===== src/rtl/mem8x8_pkg.sv =====
// Shared types and constants for the 8x8 memory access controller.
// Holds the state encoding, the strobe levels and the per-state output decode.
package mem8x8_pkg;

  typedef enum logic [1:0] {
    IDLE     = 2'b00,
    READ     = 2'b01,
    READ_OUT = 2'b10,
    WRITE    = 2'b11
  } state_t;

  localparam logic RW_READ  = 1'b1;
  localparam logic RW_WRITE = 1'b0;

  function automatic logic valid_of(input state_t s);
    logic v;
    case (s)
      READ_OUT: v = 1'b1;
      default:  v = 1'b0;
    endcase
    return v;
  endfunction

  function automatic logic rw_of(input state_t s);
    logic r;
    case (s)
      WRITE:   r = RW_WRITE;
      default: r = RW_READ;
    endcase
    return r;
  endfunction

endpackage


===== src/rtl/mem8x8_if.sv =====
// Control-pin bundle between the external memory pins and the access controller.
// The master drives the request; the slave returns the buffer enable and strobe.
interface mem8x8_if;
  logic sel;
  logic op;
  logic valid;
  logic rw;

  modport master (output sel, output op, input valid, input rw);
  modport slave  (input sel, input op, output valid, output rw);
endinterface


===== src/rtl/mem8x8_fsm.sv =====
// Moore access controller sequencing single-word reads and writes of the 8x8 array.
// Outputs come straight from flops loaded with the decode of the next state.
module mem8x8_fsm
  import mem8x8_pkg::*;
(
  input  logic     clkPE,
  input  logic     rst_n,
  mem8x8_if.slave  bus
);

  state_t state_r;
  state_t next_s;
  logic   valid_r;
  logic   rw_r;

  // State register plus registered output decode
  always_ff @(posedge clkPE or negedge rst_n) begin
    if (!rst_n) begin
      state_r <= IDLE;
      valid_r <= 1'b0;
      rw_r    <= RW_READ;
    end else begin
      state_r <= next_s;
      valid_r <= valid_of(next_s);
      rw_r    <= rw_of(next_s);
    end
  end

  // Next-state logic; a read already started completes regardless of op
  always_comb begin
    next_s = IDLE;
    case (state_r)
      READ: begin
        if (bus.sel) begin
          next_s = READ_OUT;
        end else begin
          next_s = IDLE;
        end
      end
      IDLE, READ_OUT, WRITE: begin
        if (!bus.sel) begin
          next_s = IDLE;
        end else if (bus.op) begin
          next_s = WRITE;
        end else begin
          next_s = READ;
        end
      end
      default: next_s = IDLE;
    endcase
  end

  assign bus.valid = valid_r;
  assign bus.rw    = rw_r;

endmodule


===== src/flat_wrapper.sv =====
// flat-port wrapper written by rule: the top's interface ports become plain ports
module mem8x8_fsm_flat import mem8x8_pkg::*;
  (clkPE, rst_n, bus_sel, bus_op, bus_valid, bus_rw);
  mem8x8_if bus_i ();
  input  logic clkPE;
  input  logic rst_n;
  input wire logic [$bits(bus_i.sel)-1:0] bus_sel;
  input wire logic [$bits(bus_i.op)-1:0] bus_op;
  output wire logic [$bits(bus_i.valid)-1:0] bus_valid;
  output wire logic [$bits(bus_i.rw)-1:0] bus_rw;
  assign bus_i.sel = bus_sel;
  assign bus_i.op = bus_op;
  assign bus_valid = bus_i.valid;
  assign bus_rw = bus_i.rw;
  mem8x8_fsm u_core (.clkPE(clkPE), .rst_n(rst_n), .bus(bus_i));
endmodule

===== config.mk =====
export PLATFORM = sky130hd
export DESIGN_NAME = mem8x8_fsm_flat
export DESIGN_NICKNAME = d
export VERILOG_FILES = /design/src/rtl/mem8x8_pkg.sv /design/src/rtl/mem8x8_if.sv /design/src/rtl/mem8x8_fsm.sv /design/src/flat_wrapper.sv
export SDC_FILE = /design/constraint.sdc
export NUM_CORES = 1
export LEC_CHECK = 0
export ABC_AREA = 1
export CAP_MARGIN = 30
export CORE_AREA = 2 2 39 41
export CTS_CLUSTER_DIAMETER = 40
export DETAILED_ROUTE_END_ITERATION = 8
export DIE_AREA = 0 0 41 43
export GPL_TIMING_DRIVEN = 0
export SLEW_MARGIN = 20
export SYNTH_ARGS = -nofsm -noshare
export SYNTH_HDL_FRONTEND = slang
export SYNTH_SLANG_ARGS = --single-unit

===== constraint.sdc =====
create_clock -name clkPE -period 1.8 [get_ports clkPE]
set_input_delay 0.36 -clock clkPE [delete_from_list [all_inputs] [get_ports clkPE]]
set_output_delay 0.36 -clock clkPE [all_outputs]
set_load 0.05 [all_outputs]

==> metrics.md, run 1 <==
| Metric | Value |
|---|---|
| Status | completed |
| Reg2reg path depth | 2 |
| DRT Pass-1 Iters | 1 |
| Crit. End Element | output pin |
| Post-synth EDFFs | 0 |
| Initial antenna violation count | 0 |
| Crit path arrival time | 1.33 ns |
| Routed wire length | 246 um |
| Comb pwr share | 0.123 |
| Share of the synthesized area in the top cell type | 0.5263 |
| Top cells by count, synth | 3 x dfrtp_1, 3 x inv_1, 3 x nand2_1 |
| Met1 Use GR | 0.02251 |
| Root Driver | clkbuf_4 |
| GRT met3 Usage | 0.01571 |
| Clock Power Share | 0.478 |
| M2 GR Usage | 0.04375 |
| CTS tree | built |
| Grt total ovfl | 0 |
| WL/cell | 6.474 um |
| Sw Pwr | 0.05821 mW |
| CTS Buffer Depth | 2 |
| Fmax | 592.7 MHz |
| TritonCTS Buffers | 3 |
| Max cap viols | 0 |
| Crit path launch | u_core.bus.valid |
| Top cells by area, synth | dfrtp_1 53%, dfstp_2 18%, inv_1 7.9%, nand2_1 7.9%, nand3_1 7.0% |
| Sequential Power Share | 0.399 |
| Worst-Skew Late Latency | 0.24 ns |
| Reg2reg start | u_core.state_r[0] |
| Post-Syn Area | 142.6 sq um |
| First-pass GRT wire length | 338 um |
| Hold Crit Class | in2async |
| Buffers on Ports | 5 |
| Die footprint | 1763 sq um |
| Setup Skew | 0.008132 ns |
| Synthesis-stage register bit count | 4 |
| Asr flop ratio synth | 1.000 |
| Core area | 1384 sq um |
| Final nets | 27 |
| Crit path capture | bus_valid |
| Worst Tran Pin Value | 0.4870 ns |
| Vias | 111 |
| Largest net degree at the start of global routing | 5 |
| Die Span Y | 43 um |
| Mapped Cells | 13 |
| Total negative setup slack | 0 ns |
| Slew HR | 0.6743 |
| Pins Over Slew Limit | 0 |
| # diodes | 0 |
| Post-CTS Hold Buffers | 0 |
| Avg Synthesized Cell Area | 10.97 sq um |
| Final worst path period need | 1.687 ns |
| DRC viols | 0 |
| DRT iter0 DRCs | 0 |
| Worst Path Required | 1.44 ns |
| WP buf/inv | 1 |
| Critical Path Max Stage Delay | 0.79 ns |
| # IOs | 6 |
| Syn_nets | 17 |
| H-tree depth | 1 |
| P_int | 0.1933 mW |
| Overall Power | 0.2515 mW |
| CP top delay family | buffers and inverters |
| CP startpoint kind | flop |
| CTS Sinks | 4 |
| Sequential area share after synthesis | 0.7105 |
| Gr busiest metal | met4 |
| Dpl hpwl | 195 um |
| Total track usage | 0.03614 |
| Final hold vios | 0 |
| Switching Fraction | 0.2314 |
| Starting Density | 0.1031 |
| Power per Cell Area | 1058 nW/um^2 |
| Warnings, synthesis | 0 |
| Critical path depth | 1 |
| Vias in the first global route | 109 |
| Die Wd | 41 um |
| DRT antenna net count | 0 |
| CP max-delay cell | clkdlybuf4s50_1 |
| Kind of critical path | reg2out |
| RSZ-0062 raised after global routing | false |
| Critical Path Fanout Max | 1 |
| Share of cells above drive strength 1 | 0.2273 |
| Clk slew on worst S/H paths | 0.04 ns |
| Final worst setup slack | 0.1127 ns |
| FP Rows | 14 |
| Max rail drop VDD | 0.1253 mV |
| Reg-to-reg slack, setup | 1.12 ns |
| Most used DFF post-synth | dfrtp_1 |
| Vias per cell | 2.921 |
| Final period util | 0.9374 |
| Hold_ws | 0.3213 ns |
| Synth cell types | 6 |
| End of the worst register-to-register path | u_core.state_r[1] |
| Routability cong. | 0.5517 |
| Post-Place Setup Slack | 0.1564 ns |
| Leakage | 0.1144 nW |
| Crit-path cells | clkdlybuf4s50_1 |
| Synth-to-layout area growth | 66.67% |
| Final setup viols | 0 |
| Cell taking the most area after synthesis | dfrtp_1 |
cells by family (layout without fill, tap and decap cells):
group,after synthesis,after routing,synth area share
flip-flops,4,4,0.7105
buffers and inverters,3,12,0.07894
AND/OR/NAND/NOR,5,5,0.1491
AO/OA/AOI/OAI,1,1,0.06141
metrics by stage:
stage / instances / cell area, sq um / util
6_report: 38 / 237.7 / 0.1718
5_1_grt: 38 / 237.7 / 0.1718
4_1_cts: 38 / 237.7 / 0.1718
3_5_place_dp: 34 / 212.7 / 0.1537
3_3_place_gp: 34 / 212.7 / 0.1537
2_1_floorplan: 13 / 142.6 / -
worst min-delay path by stage:
| stage | from | end | slack [ns] | cells after the start |
|---|---|---|---|---|
| after floorplan | rst_n | u_core.bus.valid | 0.06 | 0 |
| after global placement | u_core.state_r[0] | u_core.state_r[0] | 0.47 | 1 |
| after detailed placement | u_core.state_r[0] | u_core.state_r[0] | 0.48 | 1 |
| after CTS | rst_n | u_core.state_r[1] | 0.32 | 1 |
| after global routing | rst_n | u_core.state_r[0] | 0.32 | 1 |
| final | rst_n | u_core.state_r[1] | 0.32 | 1 |
sequential cells by signal, indices dropped and copies added (netlist names):
name	flops
u_core.bus.rw	1
u_core.state_r	2
u_core.bus.valid	1
power groups by stage:
stage | registers [mW] | logic [mW] | clock network [mW]
4_1_cts | 0.101 | 0.0317 | 0.125
3_5_place_dp | 0.102 | 0.0323 | 0
5_1_grt | 0.101 | 0.0335 | 0.134
6_report | 0.100 | 0.0309 | 0.120
3_3_place_gp | 0.102 | 0.0319 | 0
2_1_floorplan | 0.111 | 0.00747 | 0
routing by layer:
metal | wire (um) | share of wire | vias up
met5 | 0 | 0 | -
met1 | 78 | 0.32 | 51
met4 | 0 | 0 | 0
met2 | 153 | 0.62 | 3
li1 | - | - | 57
met3 | 14 | 0.057 | 0
cells in the final DEF, fill, tap and decap left out:
master           instances
inv_1                    3
nand2_1                  3
dfstp_2                  1
clkbuf_1                 1
nand3_1                  2
clkbuf_4                 3
clkdlybuf4s50_1          4
a21oi_2                  1
dlygate4sd2_1            1
dfrtp_1                  3
final cells by class:
cell class / instances / area, sq um
Multi-Input combinational cell: 6 / 30.03
Fill cell: 160 / 1146
Clock buffer: 4 / 26.28
Tap cell: 16 / 20.02
Sequential cell: 4 / 101.3
Inverter: 3 / 11.26
Timing Repair Buffer: 5 / 48.80
repair_timing:
item / CTS / global route
setup endpoints to repair: 1 / 0
buffers inserted: 0 / 0
gates resized for setup: 1 / 0
Note: power is estimated with default switching activity, not from simulation.
==> run 2, diff against run 1 <==
CTS_CLUSTER_SIZE = 28   (was unset)
==> results of run 2 <==
Same layout as run 1: the final DEF is identical, and so are final timing and power.
